## src/rtl/mult_accumulator.sv

```systemverilog
// Multiply-accumulate engine: sums len products of 2-bit unsigned operand pairs
// into an ACC_W-bit accumulator. Define MULT_ACC_SAT_EN to saturate instead of wrap.
module mult_accumulator #(
    parameter int ACC_W = 8
) (
    input  logic             clk,
    input  logic             rst_n,
    input  logic             start,
    input  logic [3:0]       len,
    input  logic             in_valid,
    output logic             in_ready,
    input  logic [1:0]       a,
    input  logic [1:0]       b,
    output logic             out_valid,
    input  logic             out_ready,
    output logic [ACC_W-1:0] acc_out,
    output logic             busy,
    output logic             overflow
);

    typedef enum logic [1:0] {
        IDLE = 2'd0,
        ACC  = 2'd1,
        DONE = 2'd2
    } state_t;

    state_t           r_state;
    logic [ACC_W-1:0] r_acc;
    logic [4:0]       r_remaining;
    logic             r_overflow;
    logic             r_in_ready;
    logic             r_out_valid;
    logic             r_busy;

    logic [3:0]       w_product;
    logic [ACC_W:0]   w_product_ext;
    logic [ACC_W:0]   w_sum;
    logic [ACC_W-1:0] w_acc_next;
    logic             w_accept;

    assign w_product     = {2'b00, a} * {2'b00, b};
    assign w_product_ext = {{(ACC_W-3){1'b0}}, w_product};
    assign w_sum         = {1'b0, r_acc} + w_product_ext;
    assign w_accept      = in_valid & r_in_ready;

`ifdef MULT_ACC_SAT_EN
    // Once the run has overflowed, the accumulator stays pinned at full scale.
    assign w_acc_next = (w_sum[ACC_W] || r_overflow) ? {ACC_W{1'b1}} : w_sum[ACC_W-1:0];
`else
    assign w_acc_next = w_sum[ACC_W-1:0];
`endif

    always_ff @(posedge clk or negedge rst_n) begin
        if (!rst_n) begin
            r_state     <= IDLE;
            r_acc       <= '0;
            r_remaining <= '0;
            r_overflow  <= 1'b0;
            r_in_ready  <= 1'b0;
            r_out_valid <= 1'b0;
            r_busy      <= 1'b0;
        end else begin
            case (r_state)
                IDLE: begin
                    if (start) begin
                        r_acc       <= '0;
                        r_overflow  <= 1'b0;
                        r_remaining <= (len == 4'd0) ? 5'd16 : {1'b0, len};
                        r_state     <= ACC;
                        r_in_ready  <= 1'b1;
                        r_busy      <= 1'b1;
                    end
                end
                ACC: begin
                    if (w_accept) begin
                        r_acc       <= w_acc_next;
                        r_overflow  <= r_overflow | w_sum[ACC_W];
                        r_remaining <= r_remaining - 5'd1;
                        if (r_remaining == 5'd1) begin
                            r_state     <= DONE;
                            r_in_ready  <= 1'b0;
                            r_out_valid <= 1'b1;
                        end
                    end
                end
                DONE: begin
                    if (out_ready) begin
                        r_state     <= IDLE;
                        r_out_valid <= 1'b0;
                        r_busy      <= 1'b0;
                    end
                end
                default: begin
                    r_state     <= IDLE;
                    r_in_ready  <= 1'b0;
                    r_out_valid <= 1'b0;
                    r_busy      <= 1'b0;
                end
            endcase
        end
    end

    assign in_ready  = r_in_ready;
    assign out_valid = r_out_valid;
    assign busy      = r_busy;
    assign acc_out   = r_acc;
    assign overflow  = r_overflow;

endmodule
```

## config.mk

```make
export PLATFORM = sky130hd
export DESIGN_NAME = mult_accumulator
export DESIGN_NICKNAME = d
export VERILOG_FILES = /design/src/rtl/mult_accumulator.sv
export SDC_FILE = /design/constraint.sdc
export NUM_CORES = 1
export LEC_CHECK = 0
export CORE_MARGIN = 2
export CORE_UTILIZATION = 50
export DETAILED_ROUTE_END_ITERATION = 7
export PLACE_DENSITY_LB_ADDON = 0.12
export REMOVE_ABC_BUFFERS = 1
export SKIP_CTS_REPAIR_TIMING = 1
export SYNTH_ARGS = -nofsm -noshare
export SYNTH_HDL_FRONTEND = slang
export SYNTH_SLANG_ARGS = --single-unit
```

## constraint.sdc

```tcl
create_clock -name clk -period 3.3 [get_ports clk]
set_input_delay 0.825 -clock clk [delete_from_list [all_inputs] [get_ports clk]]
set_output_delay 0.825 -clock clk [all_outputs]
set_load 0.05 [all_outputs]
```

# Word level (Yosys, flattened, before mapping)
# Cells that the tools add are included.
[word_totals]
inputBits = 13
reg_bits = 19
wordCells = 54
out_inout_bits = 12
[classes]
reduce_logical = 8
add_sub_neg = 2
mux = 24
multipliers = 1
n_bitwise = 5
n_eq_ne = 7
[ops]
columns = ["op", "count"]
rows = [
  ["$mux W8", 2],
  ["$pmux W8 S2", 1],
  ["$mux W5", 3],
  ["$reduce_and A4 Y1", 3],
  ["$pmux W5 S2", 1],
  ["$add A8 B4 Y9", 1],
  ["$pmux W1 S3", 3],
  ["$mux W1", 8],
  ["$mux W2", 4],
  ["$ne A2 B2 Y1 const B", 4],
  ["$pmux W2 S3", 1],
  ["$reduce_and A3 Y1", 2],
  ["$eq A5 B1 Y1 const B", 1],
  ["$sub A5 B1 Y5 const B", 1],
  ["$logic_not A4 Y1", 1],
  ["$mul A2 B2 Y4", 1],
  ["$not A1 Y1", 3],
  ["$eq A2 B1 Y1 const B", 1],
  ["$eq A2 B2 Y1 const B", 1],
  ["$logic_not A2 Y1", 1],
  ["$pmux W1 S2", 1],
  ["$reduce_bool A2 Y1", 1],
  ["$and A1 B1 Y1", 1],
  ["$or A1 B1 Y1", 1],
]

# Logic depth before layout (Yosys ltp)
[logic_depth]
ltp_word = 5
ltp_mapped = 9
mapped_depth_nobuf = 9

# Worst setup path before layout
# OpenSTA, ideal clock, no wires.
[synth_timing]
kind = "input-to-reg"
start = "in a[0]"
end = "reg r_acc[5] (netlist: acc_out[5])"
t_arrival_ns = 2.518
cell_stages = 9
required_time_ns = 3.171
setup_slack_ns = 0.653
path_buffers = 0
setup_ns = 0.129
path_cell_list = "nand2_1 > fa_1 > inv_1 > ha_1 > fa_1 > a21o_1 > o211ai_1 > xor2_1 > nor2_1"
[synth_via]
elab_chain_len = 4
[synth_rtl]
columns = ["element", "line", "source"]
rows = [
  ["start, declared", "12", "input logic [1:0] a,"],
  ["$mul A2 B2 Y4", "41", "assign w_product = {2'b00, a} * {2'b00, b};"],
  ["$add A8 B4 Y9", "43", "assign w_sum = {1'b0, r_acc} + w_product_ext;"],
  ["$mux W8", "75", "if (w_accept) begin"],
  ["$pmux W8 S2", "63", "case (r_state)"],
  ["end signal, assigned", "76", "r_acc <= w_acc_next;"],
  ["end, declared", "28", "logic [ACC_W-1:0] r_acc;"],
]
# Every way passes these cells. The select of a mux whose other input is x is not followed.
# A chain may end at the register's enable or synchronous reset.

# Worst setup path in the final report
# Ends and elaborated chain as after synthesis.

==> results.ini <==
[floorplan]
chipWidth_um=51.46
rows=17
ios=25
dieArea_sq_um=2648
core-area_sq_um=2170
die-height_um=51.46
initial_core_util_pct=51.90

[logic_synthesis]
synthDistinctLibCells=34
synth_cells=125
ys_async_sr_fraction_pct=100.0
syn_area_sq_um=1126
syn_area_per_cell_sq_um=9.009
synth-edff-count=0
ys_ff_latch=19
ys_seq_area_share_pct=42.22
yosys_warnings=0
synth-main-ff-cell=dfrtp_1

[pwr]
report.power.total_mw=1.212
ir_worst_vdd_uv=632.1
p_leak_nw=0.6226
power.density_nw_per_um2=865.2

[clock_tree]
insertion_delay_ns=0.30
cts.sinks=19
cts_tree=done
cts.path.max_buffers=2
clk_pin_slew_worst_paths_ns=0.12
cts_buffers=3
h-tree-depth=1
cts_root_buf=clkbuf_4

[worst_setup_path]
rr_worst_depth=9
critPathBufInv=2
cpLargestDelayFamily=adder cells
crit_type=in -> reg
cp.arrival_ns=3.09
crit_required_ns=3.49
r2r_end=acc_out[5]$_DFFE_PN0P_
worstSetupEndpointType=flop
crit_path_end=acc_out[5]$_DFFE_PN0P_
cpMostUsedCell=fa_1
crit_chain=clkdlybuf4s50_1 > nand2_1 > fa_1 > inv_1 > ha_1 > fa_1 > a21o_1 > o211ai_1 > xor2_1 > nor2_1
r2r_slack_ns=1.01
critPathMaxStageDelay_ns=0.50
critPathLaunchType=input pin
setup.worst_path.start=a[0]
slowest_stage=fa_1
cp_max_fo=3
r2r_start=acc_out[1]$_DFFE_PN0P_
cp.depth=10

[global_routing]
grt_max_degree=24
grt_use_total_pct=19.03
met3_usage_pct=3.509
overflow=0
grt_pass1_vias=920
grt_first_pass_wirelength_um=3815
antenna_found_initial=0
use_met2_pct=32.69
grtUsageMet1_pct=23.30
busiest_layer=met2

[timing]
fin_crit_sh_pct=87.78
whs_ns=0.4923
fmax_ghz=0.3452
finalSetupTns_ns=0
fin_skew_ns=0.008967
worst_pin_slew_ns=0.8658
slew_violations=0
slew_headroom_pct=42.10
setup_viol=0
rsz0062_at_grt=false
hold_viol_final=0
fin_crit_ns=2.897

[placement]
dp_cells=172
gp_congestion=0.7963
hpwlAfterDp_um=1640
numPortBuffers=24

[detailed_routing]
drt-pass1-iter-count=4
wire_per_inst_um=12.41
vias=962
viasPerCell=5.466
drtIter0Drc=11
final_antenna_net_count=0
wl_um=2184
drc=0

[outcome]
status=completed

[run]
cap_violations=0

[final_layout]
utilization_pct=64.59
area_growth_pct=24.44
drive_gt1_share_pct=4.054
layout.cells.non_filler=176
antenna_cells=0
fin_nets=171

[worst_hold_path]
hold_path.class=reg -> reg

metal layers:
metal,routed length [um],vias to the layer above
li1,-,485
met1,1047,455
met2,1027,18
met3,77,4
met4,31,0
met5,0,-
worst min path at each step:
stage / start / endpoint / cells past startpoint
3_5_place_dp: overflow$_DFFE_PN0P_ / overflow$_DFFE_PN0P_ / 2
3_3_place_gp: overflow$_DFFE_PN0P_ / overflow$_DFFE_PN0P_ / 2
2_1_floorplan: r_remaining[4]$_DFFE_PN0P_ / r_remaining[4]$_DFFE_PN0P_ / 2
6_report: overflow$_DFFE_PN0P_ / overflow$_DFFE_PN0P_ / 2
4_1_cts: overflow$_DFFE_PN0P_ / overflow$_DFFE_PN0P_ / 2
5_1_grt: overflow$_DFFE_PN0P_ / overflow$_DFFE_PN0P_ / 2
kinds of logic after synthesis:
family          count (synthesis)  synth area share, %
simple gates                   45                20.89
flops                          19                42.22
xor+xnor                        2                1.556
compound gates                 37                18.89
buf+inv                        13                5.111
fa+ha+maj                       9                11.33
stage by stage:
stage | setup slack (ns) | cell area [sq um]
final | 0.4031 | 1401
after global routing | 0.2639 | 1401
after CTS | 0.3855 | 1401
after detailed placement | 0.06215 | 1374
after global placement | 0.1183 | 1374
after floorplan | 0.6527 | 1099
flip-flops by register name (all words and copies together) (netlist names):
| register | flops |
|---|---|
| acc_out | 8 |
| r_remaining | 5 |
| r_state | 2 |
| busy | 1 |
| in_ready | 1 |
| out_valid | 1 |
| overflow | 1 |
cells in the mapped netlist, types with 3 or more instances:
cell | instances | area, sq um
ha_1 | 7 | 87.58
nand2_1 | 16 | 60.06
or3_1 | 3 | 18.77
dfrtp_1 | 19 | 475.5
and2_1 | 3 | 18.77
nor3_1 | 3 | 15.01
a21oi_1 | 9 | 45.04
nor2_1 | 9 | 33.78
o21ai_0 | 17 | 85.08
inv_1 | 8 | 30.03
clkbuf_1 | 3 | 11.26
layout by cell type, fill, tap and decap left out, types with 2 or more instances in the layout:
master           instances
a21o_1                   2
clkbuf_4                 3
a21oi_1                  9
nor2b_1                  2
nand2_1                 16
ha_1                     7
clkdlybuf4s50_1         24
o31ai_1                  2
nand2b_1                 2
nor2_1                   9
nor3_1                   3
dfrtp_1                 19
fa_1                     2
and2_1                   3
or3_1                    3
inv_1                    8
o21ai_0                 17
report_power, final:
part	total [mW]	switching [mW]	internal, mW
clock	0.121	0.0756	0.0451
sequential	0.414	0.0943	0.319
combinational	0.678	0.428	0.250
total	1.21	0.598	0.615
worst register-to-register path: stages, from the launching register on:
cell,delay (ns)
dfrtp_1,0.38
inv_1,0.07
fa_1,0.53
inv_1,0.04
ha_1,0.21
fa_1,0.41
a21o_1,0.19
o211ai_1,0.13
xor2_1,0.17
nor2_1,0.05
final cells by class:
cell class / count / area (sq um)
timing repair buffer: 24 / 240.2
inverter: 8 / 30.03
clock inverter: 1 / 5.005
multi-input combinational: 93 / 593.1
fill: 207 / 768.2
clock buffer: 3 / 22.52
tap: 28 / 35.03
sequential: 19 / 475.5
Power figures use the tool's default switching activity.
==> variant 1, RTL diff (same settings) <==
`ACC_W`: 8 -> 12.
--- a/src/rtl/mult_accumulator.sv
+++ b/src/rtl/mult_accumulator.sv
@@ -2,5 +2,5 @@
 // into an ACC_W-bit accumulator. Define MULT_ACC_SAT_EN to saturate instead of wrap.
 module mult_accumulator #(
-    parameter int ACC_W = 8
+    parameter int ACC_W = 12
 ) (
     input  logic             clk,
Interface: changed (resized acc_out); port bits go from 25 to 29. The function was not compared with the original's and may differ.
==> variant 1 against the unedited design <==
  * Die area is 18% higher
  * Clock power is 12% higher
  * Wire length is 33% higher
  * Cell area is 18% higher
  * Hold slack better by 0.029 ns
  * Sequential cell count is 4 higher
  * Total power is 8.7% lower
  * Area after synthesis is 20% higher
  * First-iteration DRC count is 73% higher
  * Worst setup slack worse by 0.095 ns
  * Core utilization is 1.2 points higher
  * Largest cell class unchanged
==> variant 1: results (changes against the unedited design) <==
** Outcome
- Run status :: completed (unchanged)

** Critical path
- The maximum fanout encountered on the critical timing path is 7 (was 3).
- The endpoint arrival time on the critical path came to 3.25 ns (was 3.09 ns).
- The destination of the worst register-to-register timing path was acc_out[11]$_DFFE_PN0P_ (was acc_out[5]$_DFFE_PN0P_).
- The setup slack on the worst flop-to-flop path came to 0.89 ns (was 1.01 ns).
- The delay of the slowest critical-path stage came to 0.47 ns (was 0.50 ns).
- Logic depth of the worst register-to-register path :: 9 (unchanged)
- The slowest cell on the critical path is clkdlybuf4s50_1 (was fa_1).
- Worst setup path startpoint :: b[1] (was a[0])

** Yosys
- Share of synthesized flip-flops with an asynchronous set or reset :: 100% (unchanged)
- Top post-synthesis cells by area :: dfrtp_1 (43%), ha_1 (6.5%), o21ai_0 (5.6%) (was dfrtp_1 (42%), ha_1 (7.8%), o21ai_0 (7.6%))
- The number of warnings issued by yosys came to 0 (unchanged).
- Most frequent cells after synthesis :: dfrtp_1 (23), nand2_1 (19), o21ai_0 (15) (was dfrtp_1 (19), o21ai_0 (17), nand2_1 (16))
- Seq/Total Area, Yosys :: 42.7% (was 42.2%)
- The number of instances in the synthesized netlist is 151 (was 125).

** GRT
- Total GRT Usage :: 19.9% (was 19.0%)
- The number of global-route vias before repair was 1148 (was 920).
- First-pass GRT wire length :: 5000 um (was 3820 um)

** Placed design
- The HPWL after detailed placement came to 2130 um (was 1640 um).
- Routability congestion estimate :: 0.819 (was 0.796)
- PortBufs :: 28 (was 24)
- The pre-CTS setup slack was -0.0491 ns (was 0.0622 ns).

** STA
- Relative slew margins :: 65.5% (was 42.1%)
- The clock skew after layout was 0.0126 ns (was 0.00897 ns).
- The clock period minus worst slack was 2.99 ns (was 2.90 ns).
- WHS :: 0.521 ns (was 0.492 ns)

** Finish
- Fraction of final layout cells with drive strength greater than 1 :: 2.82% (was 4.05%)
- The fill cell total of the finished layout is 224 (was 207).
- The final net count was 200 (was 171).
- Number of flip-flops in the largest register :: 12 (was 8)

** Worst hold path
- The path class of the lowest-slack min-delay path was reg -> reg (unchanged).
- Worst Hold End :: acc_out[0]$_DFFE_PN0P_ (was overflow$_DFFE_PN0P_)
- The hold path startpoint is acc_out[0]$_DFFE_PN0P_ (was overflow$_DFFE_PN0P_).

** Drt
- The via total after detailed routing was 1180 (was 962).
- The vias per cell was 5.70 (was 5.47).
- Routed wire length :: 2890 um (was 2180 um)
- The initial detailed-routing violation count is 19 (was 11).

** Power and ir drop
- The peak supply drop came to 0.498 mV (was 0.632 mV).
- The static leakage power came to 0.770 nW (was 0.623 nW).

** Clocking
- The clock latency reported for the late side of the worst-skew pair is 0.32 ns (was 0.30 ns).
- The clock transition at the registers of the reported paths came to 0.14 ns (was 0.12 ns).
variant 1: layout make-up:
type	instances	area (um^2)	area share, %
multi-input combinational	111	694	41.8
sequential	23	576	34.7
timing repair buffer	29	288	17.3
inverter	10	37.5	2.26
tap	30	37.5	2.26
clock buffer	3	22.5	1.36
clock inverter	1	5.00	0.301
variant 1: cells by family after synthesis:
group	share of synthesized area [%]
buffers and inverters	5.84
DFF	42.7
adders and majority gates	9.46
xor gates and xnor gates	1.95
AOI/OAI and AO/OA	16.5
and+or+nand+nor	22.1
muxes	1.48
variant 1: worst max-delay path, delay by kind of cell:
family	cells	cell delay [ns]
fa+ha+maj	3	0.87
compound gates	3	0.56
buf+inv	2	0.54
simple gates	2	0.45
variant 1: where the power goes:
part | internal, mW | switching (mW) | leakage (nW)
registers | 0.351 | 0.0723 | 0.293
clock network | 0.0454 | 0.0894 | 0.0177
logic | 0.206 | 0.343 | 0.459
total | 0.602 | 0.505 | 0.770
variant 1: metal layers:
| metal | vias to the layer above | share of wire (%) | global-route usage (%) |
|---|---|---|---|
| met5 | - | 0 | 0 |
| met4 | 0 | 1.2 | 7.14 |
| met3 | 4 | 4.3 | 2.33 |
| met2 | 27 | 48 | 33.8 |
| met1 | 572 | 47 | 26.3 |
| li1 | 577 | - | - |
variant 1: metrics by stage:
| step | util [%] | instance area [um^2] |
|---|---|---|
| 2_1_floorplan | - | 1310 |
| 3_3_place_gp | 64.7 | 1630 |
| 3_5_place_dp | 64.7 | 1630 |
| 4_1_cts | 65.8 | 1660 |
| 5_1_grt | 65.8 | 1660 |
| 6_report | 65.8 | 1660 |
==> variant 2, RTL diff (same flow settings) <==
Made on the original files. Register the output `overflow` once more, cleared by the reset; this adds one clock of latency there. The other outputs are not delayed to match.
--- a/src/rtl/mult_accumulator.sv
+++ b/src/rtl/mult_accumulator.sv
@@ -105,5 +105,11 @@
     assign busy      = r_busy;
     assign acc_out   = r_acc;
-    assign overflow  = r_overflow;
+    always_ff @(posedge clk or negedge rst_n) begin
+        if (!rst_n) begin
+            overflow <= '0;
+        end else begin
+            overflow <= r_overflow;
+        end
+    end
 
 endmodule
Function: same outputs for any inputs over 10 cycles, from zero or initial values and one cycle with rst_n low; that may be too few to reach the edited logic, so the function may still have changed.
==> variant 2 against the unedited design <==
  * Via count is 0.62% higher
  * Combinational power is 2% lower
  * Wire length rose by 2.3%
  * Clock power increased by 64%
  * Area after synthesis increased by 2.4%
  * Sequential cell count increased by 1
  * Die area is 2.3% higher
  * Total power is 5.6% higher
  * Fmax is 1.3% higher
  * Worst setup slack gained 0.038 ns
  * Cell area is 3.9% higher
  * Non-clock buffer count increased by 1
  * Largest cell class unchanged
  * Highest routed layer unchanged
==> variant 2: results (changes against the unedited design) <==
** Outcome
- Run status: completed (unchanged).

** Placed design
- Placed wire-length estimate :: 1680 um (was 1640 um)
- The post-place instance area came to 1400 um^2 (was 1370 um^2).

** Yosys
- The number of library cell types mapped by synthesis came to 36 (was 34).
- Avg Cell Area, Syn :: 9.08 um^2 (was 9.01 um^2)
- The mux contribution to synthesized area was 0.868% (was 0%).
- Most frequent cells after synthesis :: dfrtp_1 (20), nand2_1 (17), a21oi_1 (11) (was dfrtp_1 (19), o21ai_0 (17), nand2_1 (16))
- The xor-xnor portion of the synthesized cell area came to 1.52% (was 1.56%).
- The share of the synthesized area in compound gates (AO/OA/AOI/OAI) was 17.4% (was 18.9%).
- Flop and latch count out of synthesis :: 20 (was 19)
- The portion of the post-synthesis area used by sequential elements came to 43.4% (was 42.2%).

** Drt
- Met3 WL :: 99 um (was 77 um)
- Vias per inst :: 5.44 (was 5.47)

** Finish
- Fraction of final layout cells with drive strength greater than 1 :: 4.67% (was 4.05%)
- Area occupied by multi-input gates :: 587 um^2 (was 593 um^2)
- The final net count is 173 (was 171).
- Fraction of area in non-clock buffers :: 17.0% (was 17.1%)
- The buffer count excluding the clock tree in the final layout is 25 (was 24).
- Proportion of cell area spent on the clock network :: 3.61% (was 1.96%)
- Nonclk inv count :: 9 (was 8)

** STA
- The clock skew after layout is 0.0104 ns (was 0.00897 ns).

** Power and ir drop
- The peak supply drop was 0.479 mV (was 0.632 mV).
- Static Leak :: 0.665 nW (was 0.623 nW)

** Critical path
- The maximum fanout encountered on the critical timing path is 2 (was 3).
- Critical path data arrival time :: 3.05 ns (was 3.09 ns)

** GRT
- The wire length of the first global-routing pass is 4020 um (was 3820 um).
- The fraction of met3 tracks used by global routing was 3.45% (was 3.51%).
- The number of global-route vias before repair is 940 (was 920).
- The total routing usage reported by global routing is 19.7% (was 19.0%).

** Worst hold path
- Worst Hold Launch :: r_overflow$_DFFE_PN0P_ (was overflow$_DFFE_PN0P_)
-- variant 2: per-stage QoR --
stage               hold WS [ns]  instances  utilization, %
global placement           0.362        174            64.1
floorplan                  0.354        121               -
detailed placement         0.370        174            64.1
CTS                        0.399        178            66.5
global route               0.430        178            66.5
finish                     0.397        178            66.5
-- variant 2: power by group --
part           switching (mW)  internal (mW)  total (mW)
combinational           0.409          0.258       0.667
sequential             0.0860          0.330       0.416
clock                  0.0748          0.123       0.198
total                   0.570          0.711        1.28
-- variant 2: how the worst max path moves through the flow --
stage | endpoint | slack [ns] | cells past startpoint
after floorplan | acc_out[5]$_DFFE_PN0P_ | 0.67 | 9
after global placement | acc_out[5]$_DFFE_PN0P_ | 0.14 | 10
after detailed placement | acc_out[5]$_DFFE_PN0P_ | 0.10 | 10
after CTS | acc_out[5]$_DFFE_PN0P_ | 0.43 | 10
after global routing | acc_out[5]$_DFFE_PN0P_ | 0.27 | 10
final | acc_out[5]$_DFFE_PN0P_ | 0.44 | 10
